<file path="src/rtl/tag_free_list_arbiter_pkg.sv">
// Shared types and constants for the tag free-list arbiter.
// reset_mask() builds the power-on free bitmap with the reserved tags removed.
package tag_free_list_arbiter_pkg;

    localparam int MAX_REQ      = 4;
    localparam int MAX_TAGS     = 256;
    localparam int DEF_NUM_TAGS = 16;
    localparam int DEF_TAG_W    = $clog2(DEF_NUM_TAGS);

    typedef logic [DEF_TAG_W-1:0] tag_t;

    function automatic logic [MAX_TAGS-1:0] reset_mask(input int num_tags, input int num_reserved);
        logic [MAX_TAGS-1:0] m;
        m = '0;
        for (int i = 0; i < MAX_TAGS; i++) begin
            if (i >= num_reserved && i < num_tags) m[i] = 1'b1;
        end
        return m;
    endfunction

endpackage

</file>
<file path="src/rtl/tag_free_list_arbiter_if.sv">
// Allocation / release / status bundle between the free list and its clients.
// The free list is the slave side; requesters, commit and recovery form the master.
interface tag_free_list_arbiter_if #(
    parameter int NUM_TAGS = 16,
    parameter int NUM_REQ  = 2
);
    localparam int TAG_W = $clog2(NUM_TAGS);

    logic [NUM_REQ-1:0] alloc_valid_i;
    logic [NUM_REQ-1:0] alloc_ready_o;
    logic [TAG_W-1:0]   alloc_tag_o;
    logic               rel_valid_i;
    logic [TAG_W-1:0]   rel_tag_i;
    logic               flush_i;
    logic [TAG_W:0]     free_cnt_o;
    logic               empty_o;
    logic               err_o;

    modport slave (
        input  alloc_valid_i, rel_valid_i, rel_tag_i, flush_i,
        output alloc_ready_o, alloc_tag_o, free_cnt_o, empty_o, err_o
    );

    modport master (
        output alloc_valid_i, rel_valid_i, rel_tag_i, flush_i,
        input  alloc_ready_o, alloc_tag_o, free_cnt_o, empty_o, err_o
    );

endinterface

</file>
<file path="src/rtl/tag_free_list_arbiter_lzc.sv">
// Counts the run of COUNT_ZERO ? zeros : ones starting at bit 0.
// With COUNT_ZERO=1 this is the index of the lowest set bit, or DATA_WIDTH if none.
module leading_zero_one_cnt #(
    parameter int DATA_WIDTH = 16,
    parameter int COUNT_ZERO = 1,
    localparam int CNT_W     = $clog2(DATA_WIDTH) + 1
) (
    input  logic [DATA_WIDTH-1:0] data_i,
    output logic [CNT_W-1:0]      cnt_o
);

    localparam logic STOP_BIT = (COUNT_ZERO != 0) ? 1'b1 : 1'b0;

    // Scanning downward lets the lowest matching index overwrite the others.
    always_comb begin
        cnt_o = CNT_W'(DATA_WIDTH);
        for (int i = DATA_WIDTH - 1; i >= 0; i--) begin
            if (data_i[i] == STOP_BIT) cnt_o = CNT_W'(i);
        end
    end

endmodule

</file>
<file path="src/rtl/tag_free_list_arbiter.sv">
// Bitmap free list of physical tags, granting the lowest free tag to one
// round-robin-selected requester per cycle, with release and flush paths.
module tag_free_list_arbiter
    import tag_free_list_arbiter_pkg::*;
#(
    parameter int  NUM_TAGS     = DEF_NUM_TAGS,
    parameter int  NUM_REQ      = 2,
    parameter int  NUM_RESERVED = 1,
    localparam int TAG_W        = $clog2(NUM_TAGS)
) (
    input logic                   clk,
    input logic                   rst_n,
    tag_free_list_arbiter_if.slave bus
);

    localparam int                  RR_W     = (NUM_REQ > 1) ? $clog2(NUM_REQ) : 1;
    localparam logic [MAX_TAGS-1:0] RST_FULL = reset_mask(NUM_TAGS, NUM_RESERVED);
    localparam logic [NUM_TAGS-1:0] RST_MAP  = RST_FULL[NUM_TAGS-1:0];
    localparam logic [TAG_W:0]      RST_CNT  = (TAG_W+1)'(NUM_TAGS - NUM_RESERVED);

    logic [NUM_TAGS-1:0] free_map_q, free_map_d;
    logic [TAG_W:0]      free_cnt_q, free_cnt_d;
    logic [RR_W-1:0]     rr_q, rr_d;
    logic                err_q, err_d;

    logic [TAG_W:0]      lzc_cnt;
    logic                empty;
    logic [TAG_W-1:0]    alloc_tag;
    logic [RR_W-1:0]     winner;
    logic [RR_W-1:0]     winner_nxt;
    logic                winner_found;
    logic [NUM_REQ-1:0]  alloc_ready;
    logic                fire;
    logic                rel_bad;
    logic                rel_ok;
    logic                rel_err;

    leading_zero_one_cnt #(
        .DATA_WIDTH (NUM_TAGS),
        .COUNT_ZERO (1)
    ) u_lzc (
        .data_i (free_map_q),
        .cnt_o  (lzc_cnt)
    );

    assign empty     = lzc_cnt[TAG_W];
    assign alloc_tag = lzc_cnt[TAG_W-1:0];

    // Descending scan so the first valid requester at or after rr_q wins.
    always_comb begin
        winner       = '0;
        winner_found = 1'b0;
        for (int k = NUM_REQ - 1; k >= 0; k--) begin
            if (bus.alloc_valid_i[(int'(rr_q) + k) % NUM_REQ]) begin
                winner       = RR_W'((int'(rr_q) + k) % NUM_REQ);
                winner_found = 1'b1;
            end
        end
    end

    always_comb begin
        alloc_ready = '0;
        if (winner_found && !empty && !bus.flush_i) alloc_ready[winner] = 1'b1;
    end

    assign fire       = |alloc_ready;
    assign winner_nxt = (int'(winner) == NUM_REQ - 1) ? '0 : winner + RR_W'(1);

    assign rel_bad = (int'(bus.rel_tag_i) < NUM_RESERVED) || free_map_q[bus.rel_tag_i];
    assign rel_ok  = bus.rel_valid_i && !bus.flush_i && !rel_bad;
    assign rel_err = bus.rel_valid_i && !bus.flush_i && rel_bad;

    always_comb begin
        free_map_d = free_map_q;
        free_cnt_d = free_cnt_q;
        rr_d       = rr_q;
        err_d      = err_q | rel_err;
        if (bus.flush_i) begin
            free_map_d = RST_MAP;
            free_cnt_d = RST_CNT;
            rr_d       = '0;
        end else begin
            if (fire) begin
                free_map_d[alloc_tag] = 1'b0;
                rr_d                  = winner_nxt;
            end
            if (rel_ok) free_map_d[bus.rel_tag_i] = 1'b1;
            free_cnt_d = free_cnt_q - (TAG_W+1)'(fire) + (TAG_W+1)'(rel_ok);
        end
    end

    always_ff @(posedge clk or negedge rst_n) begin
        if (!rst_n) begin
            free_map_q <= RST_MAP;
            free_cnt_q <= RST_CNT;
            rr_q       <= '0;
            err_q      <= 1'b0;
        end else begin
            free_map_q <= free_map_d;
            free_cnt_q <= free_cnt_d;
            rr_q       <= rr_d;
            err_q      <= err_d;
        end
    end

    assign bus.alloc_ready_o = alloc_ready;
    assign bus.alloc_tag_o   = alloc_tag;
    assign bus.empty_o       = empty;
    assign bus.free_cnt_o    = free_cnt_q;
    assign bus.err_o         = err_q;

endmodule

</file>
<file path="src/flat_wrapper.sv">
// flat-port wrapper written by rule: the top's interface ports become plain ports
module tag_free_list_arbiter_flat import tag_free_list_arbiter_pkg::*;
#(
    parameter int  NUM_TAGS     = DEF_NUM_TAGS,
    parameter int  NUM_REQ      = 2,
    parameter int  NUM_RESERVED = 1,
    localparam int TAG_W        = $clog2(NUM_TAGS)
)
  (clk, rst_n, bus_alloc_valid_i, bus_rel_valid_i, bus_rel_tag_i, bus_flush_i, bus_alloc_ready_o, bus_alloc_tag_o, bus_free_cnt_o, bus_empty_o, bus_err_o);
  tag_free_list_arbiter_if #(.NUM_TAGS(NUM_TAGS), .NUM_REQ(NUM_REQ)) bus_i ();
  input logic clk;
  input logic rst_n;
  input wire logic [$bits(bus_i.alloc_valid_i)-1:0] bus_alloc_valid_i;
  input wire logic [$bits(bus_i.rel_valid_i)-1:0] bus_rel_valid_i;
  input wire logic [$bits(bus_i.rel_tag_i)-1:0] bus_rel_tag_i;
  input wire logic [$bits(bus_i.flush_i)-1:0] bus_flush_i;
  output wire logic [$bits(bus_i.alloc_ready_o)-1:0] bus_alloc_ready_o;
  output wire logic [$bits(bus_i.alloc_tag_o)-1:0] bus_alloc_tag_o;
  output wire logic [$bits(bus_i.free_cnt_o)-1:0] bus_free_cnt_o;
  output wire logic [$bits(bus_i.empty_o)-1:0] bus_empty_o;
  output wire logic [$bits(bus_i.err_o)-1:0] bus_err_o;
  assign bus_i.alloc_valid_i = bus_alloc_valid_i;
  assign bus_i.rel_valid_i = bus_rel_valid_i;
  assign bus_i.rel_tag_i = bus_rel_tag_i;
  assign bus_i.flush_i = bus_flush_i;
  assign bus_alloc_ready_o = bus_i.alloc_ready_o;
  assign bus_alloc_tag_o = bus_i.alloc_tag_o;
  assign bus_free_cnt_o = bus_i.free_cnt_o;
  assign bus_empty_o = bus_i.empty_o;
  assign bus_err_o = bus_i.err_o;
  tag_free_list_arbiter #(.NUM_TAGS(NUM_TAGS), .NUM_REQ(NUM_REQ), .NUM_RESERVED(NUM_RESERVED)) u_core (.clk(clk), .rst_n(rst_n), .bus(bus_i));
endmodule
</file>
<file path="config.mk">
export PLATFORM = sky130hd
export DESIGN_NAME = tag_free_list_arbiter_flat
export DESIGN_NICKNAME = d
export VERILOG_FILES = /design/src/rtl/tag_free_list_arbiter_pkg.sv /design/src/rtl/tag_free_list_arbiter_if.sv /design/src/rtl/tag_free_list_arbiter_lzc.sv /design/src/rtl/tag_free_list_arbiter.sv /design/src/flat_wrapper.sv
export SDC_FILE = /design/constraint.sdc
export NUM_CORES = 1
export LEC_CHECK = 0
export BUFFER_PORTS_ARGS = -buffer_cell sky130_fd_sc_hd__buf_2
export CAP_MARGIN = 20
export CORE_MARGIN = 1
export CORE_UTILIZATION = 55
export CTS_CLUSTER_DIAMETER = 30
export DETAILED_ROUTE_END_ITERATION = 7
export PLACE_DENSITY = 0.77
export SYNTH_ARGS = -nofsm -noshare
export SYNTH_HDL_FRONTEND = slang
export SYNTH_SLANG_ARGS = --single-unit
</file>
<file path="constraint.sdc">
create_clock -name clk -period 2.9 [get_ports clk]
set_input_delay 0.29 -clock clk [delete_from_list [all_inputs] [get_ports clk]]
set_output_delay 0.29 -clock clk [all_outputs]
set_load 0.1 [all_outputs]
</file>
# --- Word level (Yosys, flattened, before mapping) ---
# Index checks and enable logic that the tools add are counted.
word_totals:
  reg_bits: 23
  in_bits: 10
  elab_cells: 78
op_classes:
  addsub: 4
  n_lt_le_gt_ge: 9
  mux: 42
  bitwise_logic: 5
  reduce_logical: 14
ops:
  columns: ["operator", "n"]
  rows:
  - ["two-way mux 5 bit", 17]
  - ["two-way mux 16 bit", 4]
  - ["AND 16 bit", 1]
  - ["two-way mux 1 bit", 16]
  - ["inverter 16 bit", 1]
  - ["bitwise OR 16 bit", 1]
  - ["less-than comparator 4 x 5 -> 1 bit (second input constant)", 2]
  - ["demux 1 bit (select 4 bit)", 2]
  - [">= comparator 4 x 1 -> 1 bit (second input constant)", 2]
  - ["logical AND 1 bit", 8]
  - ["adder 5 x 1 -> 5 bit", 1]
  - ["subtractor 5 x 1 -> 5 bit", 1]
  - ["binary-select mux 1 bit (select 4 bit)", 1]
  - ["less-than comparator 1 x 2 -> 1 bit (second input constant)", 2]
  - ["less-than comparator 4 x 1 -> 1 bit (second input constant)", 1]
  - ["logical NOT 1 bit", 3]
  - ["less-than comparator 2 x 3 -> 1 bit (second input constant)", 1]
  - ["adder 1 bit (second input constant)", 2]
  - ["two-way mux 2 bit", 1]
  - ["nonzero test 2 bit", 1]
  - ["OR reduction 2 bit", 1]
  - ["AND 1 bit (first input constant)", 1]
  - ["demux 1 bit (select 1 bit)", 1]
  - [">= comparator 1 bit (second input constant)", 1]
  - ["other kinds (2)", 2]

# --- Depth between registers and ports, before layout ---
# Gate-level depths: netlist of run 1.
logic_depth:
  word_depth: 27
  mapped_depth: 14
  mapped_depth_nobuf: 13

# --- Cells and area by module ---
# Synthesis of run 1 repeated with hierarchy kept, for this count alone.
unflattened:
  hier_cells: 162
  area_unflattened_um2: 1581.5
modules_own_cells:
  columns: ["module", "instances", "cells_each", "area_per_inst_um2", "seq_area_each_um2"]
  rows:
  - ["tag_free_list_arbiter", 1, 130, 1392.6, 599.3]
  - ["leading_zero_one_cnt", 1, 32, 188.9, 0.0]

# --- Worst setup path after synthesis of run 1 ---
# OpenSTA, ideal clock, no wires.
synth_timing:
  path_type: "register to output"
  startpoint: "register u_core.free_map_q[11]"
  endpoint: "output port bus_alloc_ready_o[0]"
  arrival_time_ps: 3772
  t_required_ps: 2610
  slack_ps: -1162
  path_stages_with_launch: 5
  path_cell_list: "dfstp_2 > nor4_1 > and4_1 > clkbuf_1 > a211oi_1"
synth_between:
  elab_chain_cells: 16
synth_lines:
  columns: ["element", "line_no", "rtl"]
  rows:
  - ["start: declaration", "tag_free_list_arbiter.sv:21", "logic [NUM_TAGS-1:0] free_map_q, free_map_d;"]
  - ["start signal: assignment", "tag_free_list_arbiter.sv:99", "free_map_q <= free_map_d;"]
  - ["two-way mux 5 bit (12 in series)", "tag_free_list_arbiter_lzc.sv:18", "if (data_i[i] == STOP_BIT) cnt_o = CNT_W'(i);"]
  - ["named net bus_empty_o", "flat_wrapper.sv:20", "output wire logic [$bits(bus_i.empty_o)-1:0] bus_empty_o;"]
  - ["logical NOT 1 bit", "tag_free_list_arbiter.sv:63", "if (winner_found && !empty && !bus.flush_i) alloc_ready[winner] = 1'b1;"]
  - ["logical AND 1 bit (2 in series)", "tag_free_list_arbiter.sv:63", null]
  - ["two-way mux 2 bit", "tag_free_list_arbiter.sv:63", null]
  - ["end: declaration", "flat_wrapper.sv:17", "output wire logic [$bits(bus_i.alloc_ready_o)-1:0] bus_alloc_ready_o;"]
# The timed path passes the listed nets, and every way through them passes these cells.

# --- Worst setup path after layout of run 1 ---
layout_timing:
  startpoint: "register u_core.free_map_q[11]"
  endpoint: "register u_core.free_cnt_q[4], in the netlist u_core.bus.free_cnt_o[4]"
layout_between:
  elab_chain_cells: 20
layout_lines:
  columns: ["element", "line_no", "rtl"]
  rows:
  - ["two-way mux 5 bit (12 in series)", "tag_free_list_arbiter_lzc.sv:18", null]
  - ["logical NOT 1 bit", "tag_free_list_arbiter.sv:63", null]
  - ["logical AND 1 bit (2 in series)", "tag_free_list_arbiter.sv:63", null]
  - ["two-way mux 2 bit", "tag_free_list_arbiter.sv:63", null]
  - ["OR reduction 2 bit", "tag_free_list_arbiter.sv:66", "assign fire = |alloc_ready;"]
  - ["subtractor 5 x 1 -> 5 bit", "tag_free_list_arbiter.sv:88", "free_cnt_d = free_cnt_q - (TAG_W+1)'(fire) + (TAG_W+1)'(rel_ok);"]
  - ["adder 5 x 1 -> 5 bit *", "tag_free_list_arbiter.sv:88", null]
  - ["two-way mux 5 bit *", "tag_free_list_arbiter.sv:78", "if (bus.flush_i) begin"]
  - ["named net u_core.free_cnt_d[4]", "tag_free_list_arbiter.sv:22", "logic [TAG_W:0] free_cnt_q, free_cnt_d;"]
  - ["end signal: assignment", "tag_free_list_arbiter.sv:100", "free_cnt_q <= free_cnt_d;"]
  - ["end: declaration", "tag_free_list_arbiter.sv:22", null]
# The timed path passes the listed nets; every way through them passes the cells marked *. The select of a mux whose other input is x is not followed.
# A chain may end at the register's enable or synchronous reset.

==> flow_summary.yaml, run 1 <==
sta:
  post-route-period-util_pct: 90.5
  setup_viol: 0
  fin_crit_ps: 2620
  slew_headroom_pct: 62.3
  finalMaxSlewViolations: 0
  rsz0062_at_grt: "no"
  tightest_slew_ps: 562
  finalHoldViolations: 0
  skew_ps: 10.4
  fin_setup_tns_ps: 0
  fmax_mhz: 381
setup_path:
  cp-end-kind: "flop"
  crit_required_ps: 3130
  ff2ff_path_depth: 13
  r2r_end: "u_core.bus.free_cnt_o[4]$_DFF_PN0_"
  regToRegStartpoint: "u_core.free_map_q[11]$_DFF_PN1_"
  cp_max_fo: 6
  arrival_ps: 2860
  r2r_slack_ps: 280
  crit_type: "flop to flop"
  start_kind: "flop"
placed_design:
  io_buffers: 22
  dpl-instance-area_um2: 1790
  dp_hpwl_mm: 3.18
  finalWeightedCongestion: 0.900
  place_inst: 227
global_route:
  grt_max_degree: 24
  overflow: 0
  antenna_found_initial: 0
  grt_pass1_wl_mm: 7.02
  grt_usage_pct: 28.3
  grt_pass1_vias: 1507
clocking:
  clk_pin_slew_ps: 140
  cts-root-buf: "clkbuf_4"
  post_cts.repair.setup_buffers: 0
  cts_sinks: 23
  cts_tree: "done"
  numCtsBuffers: 3
  clock_latency_ps: 320
  clockBufferDepth: 2
  htree_levels: 1
logic_synthesis:
  yosysTopAreaCell: "dfstp_2"
  synth_top_area_share_pct: 31.0
  muxShareOfSynthArea_pct: 5.43
  synthAdderAreaFrac_pct: 5.12
  avgSynthCellArea_um2: 9.27
  synth_edf_count: 0
  synth.distinct_cells: 50
  async_flop_share_pct: 100
  synth.yosys.seq_area_share_pct: 37.2
  synthSimpleGateAreaFrac_pct: 22.7
  synth_xor_area_share_pct: 2.17
  synth-main-ff-cell: "dfstp_2"
  synth_top_family_by_area: "simple AND/OR/NAND/NOR gates"
  yosys-top-cells-area: "dfstp_2 (31%), dfrtp_1 (6.2%), ha_1 (3.9%), a221o_1 (3.7%), a21oi_1 (3.4%)"
  yosysWarnings: 0
  syn_area_um2: 1610
  netlist_instances: 174
  synth_seq_cells: 23
  synth-compound-area-share_pct: 22.2
  syn-num-nets: 190
flow_run:
  cap_violations: 0
power_and_ir_drop:
  p_leak_nw: 0.748
  p_total_mw: 0.868
  powerDensity_nw_per_um2: 472
  p_sw_share_pct: 43.0
  intPower_mw: 0.495
  pwr-share-seq_pct: 42.5
  ir_drop_mv: 0.450
  pwr-share-comb_pct: 39.7
  net-switching-power_mw: 0.373
  clkPwrFrac_pct: 17.8
route:
  postRouteAntennaNets: 0
  wire_per_inst_um: 18.0
  met1_length_mm: 1.73
  via_per_inst: 6.66
  drc_errors: 0
  top_layer_used: "met4"
  dr.pass1.iters: 5
  vias: 1544
  dr_wl_met3_um: 358
  met2WireLength_mm: 2.00
  first_iter_violations: 91
  wl_mm: 4.17
hold_path:
  holdPathStages: 2
  hold_class: "primary input to flop"
  whs_endpoint: "u_core.free_map_q[0]$_DFF_PN0_"
  min_from: "bus_alloc_valid_i[0]"
floorplan:
  dieArea_um2: 3150
  coreArea_um2: 2760
  start_util_pct: 58.5
  ios: 23
  rows: 19
  die_w_um: 56.2
  die_h_um: 56.2
finish:
  fin_util_pct: 66.7
  fin_nets: 218
  n_antenna_cell: 0
  stdcell_count: 232
  stdcell_area_um2: 1840
  area_growth_pct: 14.0
  drive_above_1_share_pct: 33.3
run_status:
  status: "finished, final reports clean"
==> routing by layer <==
| layer | global-route usage [%] | vias up |
|---|---|---|
| met1 | 38.1 | 735 |
| met2 | 47.1 | 96 |
| met4 | 9.41 | 0 |
| met5 | 0 | - |
| li1 | - | 700 |
| met3 | 3.95 | 13 |
==> logic make-up after synthesis <==
group | after synthesis
buffers and inverters | 21
multiplexers | 6
adder cells (fa/ha/maj) | 6
flip-flops | 23
AO/OA/AOI/OAI | 48
XOR/XNOR | 4
AND/OR/NAND/NOR | 66
==> power by group through the flow <==
stage                     registers, mW  logic (mW)  clock network [mW]
after detailed placement          0.373       0.345                   0
final                             0.369       0.345               0.154
after floorplan                   0.490       0.161                   0
after global routing              0.372       0.370               0.166
after global placement            0.373       0.334                   0
after CTS                         0.369       0.346               0.159
==> what timing repair did <==
item	in CTS	in global routing
endpoints found under the setup margin	0	1
resized for setup	0	1
hold endpoints to repair	4	0
hold buffers	1	0
==> cells in the mapped netlist (5+ instances only) <==
cell	n
inv_1	14
nor2_1	13
nand2_1	8
a21oi_1	11
nand2b_1	5
a221o_1	6
nor2b_1	6
nand3_1	5
ha_1	5
dfstp_2	19
nor4_1	6
nor3_1	8
==> stage by stage <==
| step | hold slack [ps] | setup WS (ps) |
|---|---|---|
| floorplan | -5.59 | 40.9 |
| global placement | 279 | 221 |
| detailed placement | 284 | 110 |
| CTS | 160 | 224 |
| global route | 153 | 35.6 |
| finish | 164 | 276 |
==> state kept, by name (all words and copies together) (netlist names) <==
signal	cells
u_core.rr_q	1
u_core.bus.free_cnt_o	5
u_core.free_map_q	16
u_core.bus.err_o	1
==> cells in the final DEF (no fill, tap or decap), drive strengths merged, types with 6 or more instances in the layout <==
master / instances
buf: 29
dfstp: 19
inv: 14
nor2: 13
a21oi: 11
nor3: 8
nand2: 8
nor4: 7
o21ai: 7
nor2b: 6
a221o: 6
==> final cells by class <==
| type | instances | area [um2] |
|---|---|---|
| multi-input combinational | 130 | 947 |
| timing repair buffer | 30 | 173 |
| tap | 31 | 38.8 |
| clock inverter | 1 | 5.00 |
| sequential | 23 | 599 |
| fill | 223 | 920 |
| clock buffer | 3 | 22.5 |
| inverter | 14 | 52.6 |
==> worst max-delay path, stage by stage (launching register included) <==
cell and delay [ps]:
dfstp_2 420, nor4_2 410, and4_1 270, nor2_1 60, ha_1 270, inv_1 60
ha_1 160, inv_1 60, fa_1 400, inv_1 70, a21o_1 100, a21oi_1 70
xnor2_1 160, nor2_1 50
==> how the worst max path moves through the flow <==
stage | to | start | cells after the start | slack (ps)
2_1_floorplan | u_core.bus.free_cnt_o[4]$_DFF_PN0_ | u_core.free_map_q[7]$_DFF_PN1_ | 14 | 40
3_3_place_gp | u_core.bus.free_cnt_o[4]$_DFF_PN0_ | bus_rel_tag_i[1] | 14 | 220
3_5_place_dp | u_core.bus.free_cnt_o[4]$_DFF_PN0_ | bus_rel_tag_i[1] | 14 | 110
4_1_cts | u_core.bus.free_cnt_o[4]$_DFF_PN0_ | u_core.free_map_q[12]$_DFF_PN1_ | 13 | 220
5_1_grt | u_core.bus.free_cnt_o[4]$_DFF_PN0_ | u_core.free_map_q[11]$_DFF_PN1_ | 13 | 40
6_report | u_core.bus.free_cnt_o[4]$_DFF_PN0_ | u_core.free_map_q[11]$_DFF_PN1_ | 13 | 280
(Power assumes the default switching activity.)
==> run 2, diff against run 1 <==
BUFFER_PORTS_ARGS = -buffer_cell sky130_fd_sc_hd__buf_4   (was -buffer_cell sky130_fd_sc_hd__buf_2)
==> flow_summary.yaml, run 2 (synthesis gave the netlist of run 1 again) <==
run_status:
  status: "finished, final reports clean"
setup_path:
  r2r_slack_ps: 210
  r2r_end: "u_core.bus.free_cnt_o[4]$_DFF_PN0_"
  crit_type: "flop to flop"
  regToRegStartpoint: "u_core.free_map_q[7]$_DFF_PN1_"
  arrival_ps: 2900
  cp-end-kind: "flop"
  start_kind: "flop"
  cp_max_fo: 7
  crit_required_ps: 3110
  ff2ff_path_depth: 13
sta:
  hold_ws_ps: 134
  tightest_slew_ps: 720
  skew_ps: 3.37
  slew_headroom_pct: 52.0
  setup_viol: 0
  fin_setup_tns_ps: 0
  setup_ws_ps: 206
  rsz0062_at_grt: "no"
  fmax_mhz: 371
  fin_crit_ps: 2690
  finalMaxSlewViolations: 0
  post-route-period-util_pct: 92.9
  finalHoldViolations: 0
hold_path:
  hold_class: "primary input to flop"
  whs_endpoint: "u_core.free_map_q[0]$_DFF_PN0_"
  holdPathStages: 2
  min_from: "bus_alloc_valid_i[0]"
finish:
  seqCellArea_um2: 599
  drive_above_1_share_pct: 31.8
  largest_reg_flops: 16
  final_cell_mix: "buf_4 (26), dfstp_2 (19), inv_1 (14)"
  layout_commonest_cell: "buf_4"
  area_growth_pct: 17.0
  fin_nets: 215
  n_antenna_cell: 0
  nFillCells: 204
  multi_input_area_um2: 965
  max_flop_register: "u_core.free_map_q"
  fin_util_pct: 68.4
power_and_ir_drop:
  intPower_mw: 0.511
  pwr-share-seq_pct: 42.1
  clkPwrFrac_pct: 17.0
  p_leak_nw: 0.781
  pwr-share-comb_pct: 40.8
  p_sw_share_pct: 41.7
  net-switching-power_mw: 0.366
  ir_drop_mv: 0.620
  p_total_mw: 0.877
  powerDensity_nw_per_um2: 465
route:
  postRouteAntennaNets: 0
  wire_per_inst_um: 17.5
  wl_mm: 4.00
  first_iter_violations: 68
  via_per_inst: 6.56
  drc_errors: 0
  dr.pass1.iters: 5
  vias: 1502
clocking:
  numCtsBuffers: 3
  clockBufferDepth: 2
  clk_pin_slew_ps: 130
  cts_tree: "done"
  htree_levels: 1
  cts-root-buf: "clkbuf_4"
  post_cts.repair.setup_buffers: 0
  cts_sinks: 23
  clock_latency_ps: 310
placed_design:
  finalWeightedCongestion: 0.882
  dp_slack_ps: 145
  io_buffers: 22
  dp_hpwl_mm: 3.03
global_route:
  grt_max_degree: 24
  overflow: 0
  antenna_found_initial: 0
  grt_usage_pct: 27.5
  grt_pass1_wl_mm: 6.82
  grt_pass1_vias: 1449
floorplan:
  die_h_um: 56.2
  start_util_pct: 58.5
  ios: 23
  die_w_um: 56.2
  rows: 19
  coreArea_um2: 2760
  dieArea_um2: 3150
flow_run:
  cap_violations: 0
run 2: cell types whose count changed in the layout (fill, tap and decap cells not counted):
cell,change
clkinv_2,-1
buf_4,+19
nor4_2,-2
clkbuf_1,+1
nor4_4,+2
buf_2,-22
run 2: how the worst max path moves through the flow:
stage	from	depth (start not counted)	end	slack [ps]
floorplan	u_core.free_map_q[7]$_DFF_PN1_	14	u_core.bus.free_cnt_o[4]$_DFF_PN0_	40
global placement	u_core.free_map_q[7]$_DFF_PN1_	13	u_core.bus.free_cnt_o[4]$_DFF_PN0_	230
detailed placement	u_core.free_map_q[7]$_DFF_PN1_	13	u_core.bus.free_cnt_o[4]$_DFF_PN0_	150
CTS	u_core.free_map_q[7]$_DFF_PN1_	13	u_core.bus.free_cnt_o[4]$_DFF_PN0_	120
global route	u_core.free_map_q[7]$_DFF_PN1_	13	u_core.bus.free_cnt_o[4]$_DFF_PN0_	2
finish	u_core.free_map_q[7]$_DFF_PN1_	13	u_core.bus.free_cnt_o[4]$_DFF_PN0_	210
run 2: per-stage QoR:
stage / std cells / instance area [um2]
finish: 229 / 1890
global route: 229 / 1890
CTS: 229 / 1860
detailed placement: 224 / 1830
global placement: 224 / 1830
floorplan: 174 / 1630
run 2: area by class of cell:
class | instances | share of cell area (%)
well taps | 31 | 2.06
multi-input cells | 130 | 51.1
inverters | 14 | 2.79
repair buffers | 27 | 10.9
flip-flops and latches | 23 | 31.8
clock buffers | 4 | 1.39
run 2: layer usage:
| layer | part of all wire, % | GRT usage [%] | up-vias |
|---|---|---|---|
| li1 | - | - | 698 |
| met1 | 44 | 40.3 | 718 |
| met2 | 47 | 41.8 | 78 |
| met3 | 7.6 | 3.95 | 8 |
| met4 | 1.4 | 9.41 | 0 |
| met5 | 0 | 0 | - |
run 2: worst max-delay path, cell delays in order (launching register included):
cell and delay, ps:
dfstp_2 430, nor4_4 400, and4_1 280, nor2_1 60, ha_1 270, inv_1 60, ha_1 170, inv_1 70
fa_1 420, inv_1 80, a21o_1 100, a21oi_1 70, xnor2_1 150, nor2_1 50
run 2: repair_timing:
| action | 4_1_cts | 5_1_grt |
|---|---|---|
| gates resized for setup | 0 | 3 |
| hold endpoints to repair | 4 | 0 |
| setup endpoints to repair | 0 | 1 |
| hold buffers | 1 | 0 |
run 2: power by group through the flow:
stage,clock [mW],sequential [mW],combinational [mW]
floorplan,0,0.490,0.161
global placement,0,0.374,0.349
detailed placement,0,0.374,0.357
CTS,0.157,0.370,0.358
global route,0.168,0.372,0.384
finish,0.150,0.370,0.358
==> run 3, diff against run 2 <==
ABC_AREA = 1   (was unset)
CTS_CLUSTER_DIAMETER = unset   (was 30)
REMOVE_ABC_BUFFERS = 1   (was unset)
==> flow_summary.yaml, run 3 <==
sta:
  tightest_slew_ps: 517
  finalMaxSlewViolations: 0
  skew_ps: 11.9
  fin_crit_ps: 2670
  slew_headroom_pct: 65.3
  fmax_mhz: 374
  post-route-period-util_pct: 92.1
  setup_ws_ps: 229
  hold_ws_ps: 129
  setup_viol: 0
  finalHoldViolations: 0
finish:
  n_antenna_cell: 0
  area_growth_pct: 16.1
  largest_reg_flops: 16
  final_cell_mix: "nand2_1 (59), inv_1 (46), nand3_1 (29)"
  drive_above_1_share_pct: 24.1
  max_flop_register: "u_core.free_map_q"
  stdcell_count: 292
  layout_commonest_cell: "nand2_1"
  fin_nets: 278
clocking:
  cts_sinks: 23
  post_cts.repair.setup_buffers: 0
  cts_tree: "done"
  clk_pin_slew_ps: 130
  numCtsBuffers: 3
  cts-root-buf: "clkbuf_4"
  clock_latency_ps: 310
  clockBufferDepth: 2
  htree_levels: 1
route:
  first_iter_violations: 138
  dr.pass1.iters: 6
  drc_errors: 6
  wl_mm: 3.81
  wire_per_inst_um: 13.0
  vias: 1627
  via_per_inst: 5.57
  postRouteAntennaNets: 0
logic_synthesis:
  synth.distinct_cells: 35
  synth-main-ff-cell: "dfstp_2"
  synth_edf_count: 0
  synth_common_cells: "nand2_1 (59), inv_1 (46), nand3_1 (29)"
  synth.yosys.seq_area_share_pct: 36.2
  yosysTopAreaCell: "dfstp_2"
  netlist_instances: 232
  synth_top_area_share_pct: 30.2
  yosysMostFrequentCell: "nand2_1"
  yosys-top-cells-area: "dfstp_2 (30%), nand2_1 (13%), inv_1 (10%), nand3_1 (8.8%), dfrtp_1 (6.1%)"
  synth_seq_cells: 23
  avgSynthCellArea_um2: 7.13
  yosysWarnings: 0
  async_flop_share_pct: 100
  syn_area_um2: 1650
global_route:
  grt_max_degree: 24
  grt_usage_pct: 26.5
  grt_pass1_wl_mm: 6.54
  grt_pass1_vias: 1441
  overflow: 0
  antenna_found_initial: 0
setup_path:
  crit_required_ps: 3160
  arrival_ps: 2930
  r2r_slack_ps: 230
  ff2ff_path_depth: 15
  start_kind: "flop"
  crit_type: "flop to flop"
  cp_max_fo: 7
  cp-end-kind: "flop"
flow_run:
  cap_violations: 0
floorplan:
  coreArea_um2: 2810
  dieArea_um2: 3230
  ios: 23
  start_util_pct: 59.0
  die_w_um: 56.8
  die_h_um: 56.8
  rows: 19
placed_design:
  finalWeightedCongestion: 0.942
  dp_slack_ps: 247
  place_inst: 287
  dp_hpwl_mm: 3.01
  io_buffers: 22
hold_path:
  holdPathStages: 2
  hold_class: "primary input to flop"
run_status:
  violations: "DRC"
  status: "finished with violations"
power_and_ir_drop:
  ir_drop_mv: 0.785
  net-switching-power_mw: 0.453
  p_sw_share_pct: 45.5
  p_leak_nw: 1.08
  intPower_mw: 0.542
  pwr-share-comb_pct: 46.8
  p_total_mw: 0.994
  powerDensity_nw_per_um2: 518
  pwr-share-seq_pct: 38.4
  clkPwrFrac_pct: 14.8
run 3: changes by cell type in the layout (fill, tap and decap cells not counted), moves of 4 or more:
| cell | previous run | this run |
|---|---|---|
| a221o_1 | 6 | 0 |
| inv_1 | 14 | 46 |
| nand4_1 | 0 | 16 |
| nor3_1 | 8 | 1 |
| nand2b_1 | 5 | 0 |
| a21oi_1 | 11 | 4 |
| nand2_1 | 8 | 59 |
| nand3_1 | 5 | 29 |
| nor4_1 | 4 | 0 |
| nor2b_1 | 6 | 0 |
run 3: per-layer routing:
layer | vias up | wire length, um | track usage [%]
met2 | 59 | 1660 | 38.4
met5 | - | 0 | 0
met3 | 4 | 244 | 2.76
met4 | 0 | 33 | 8.36
li1 | 821 | - | -
met1 | 743 | 1880 | 41.3
run 3: power by group through the flow:
stage | registers [mW] | clock network (mW) | logic, mW
floorplan | 0.537 | 0 | 0.210
global placement | 0.386 | 0 | 0.458
detailed placement | 0.386 | 0 | 0.465
CTS | 0.382 | 0.154 | 0.467
global route | 0.386 | 0.167 | 0.501
finish | 0.382 | 0.148 | 0.465
run 3: what timing repair did:
action | CTS | global route
resized for setup | 0 | 1
hold buffers | 1 | 0
endpoints found under the hold margin | 4 | 0
setup endpoints to repair | 0 | 1
run 3: layout make-up:
type                    count  area, um2
flip-flops and latches     23        599
clock inverters             1       5.00
fillers                   258        885
well taps                  31       38.8
repair buffers             27        205
inverters                  48        181
multi-input cells         159        868
clock buffers               3       22.5
run 3: kinds of logic (layout without fill, tap and decap cells):
family | Yosys count | in the layout | share of synthesized area (%)
AND/OR/NAND/NOR | 129 | 129 | 37.0
flip-flops | 23 | 23 | 36.2
XOR/XNOR | 2 | 2 | 1.06
adder cells (fa/ha/maj) | 6 | 6 | 4.99
AO/OA/AOI/OAI | 22 | 22 | 9.30
buffers and inverters | 50 | 79 | 11.4
run 3: final timing paths:
| check | from | to |
|---|---|---|
| worst min-delay path | bus_flush_i | u_core.bus.free_cnt_o[4]$_DFF_PN0_ |
| worst max-delay path | u_core.free_map_q[2]$_DFF_PN1_ | u_core.bus.free_cnt_o[4]$_DFF_PN0_ |
| min in group asynchronous | rst_n | u_core.bus.free_cnt_o[4]$_DFF_PN0_ |
| worst max register to register | u_core.free_map_q[2]$_DFF_PN1_ | u_core.bus.free_cnt_o[4]$_DFF_PN0_ |
| max in group asynchronous | rst_n | u_core.free_map_q[9]$_DFF_PN1_ |
| worst min register to register | u_core.free_map_q[8]$_DFF_PN1_ | u_core.free_map_q[8]$_DFF_PN1_ |
run 3: worst max-delay path: stages, from the launching register on:
cell      delay [ps]
dfstp_2          580
inv_1            100
nand4_1          200
nor2_1            60
nand2_1          100
o211ai_2         160
inv_1            130
ha_1             230
inv_1             60
ha_1             150
inv_1             50
fa_1             390
nor2_1           130
a211oi_1          60
xor2_1           150
nor2_1            90
run 3: per-stage QoR:
step | TNS [ps] | utilization (%) | instance area [um2]
2_1_floorplan | -10.7 | - | 1650
3_3_place_gp | 0 | 67.0 | 1880
3_5_place_dp | 0 | 67.0 | 1880
4_1_cts | 0 | 68.4 | 1920
5_1_grt | -14.9 | 68.5 | 1920
6_report | 0 | 68.5 | 1920
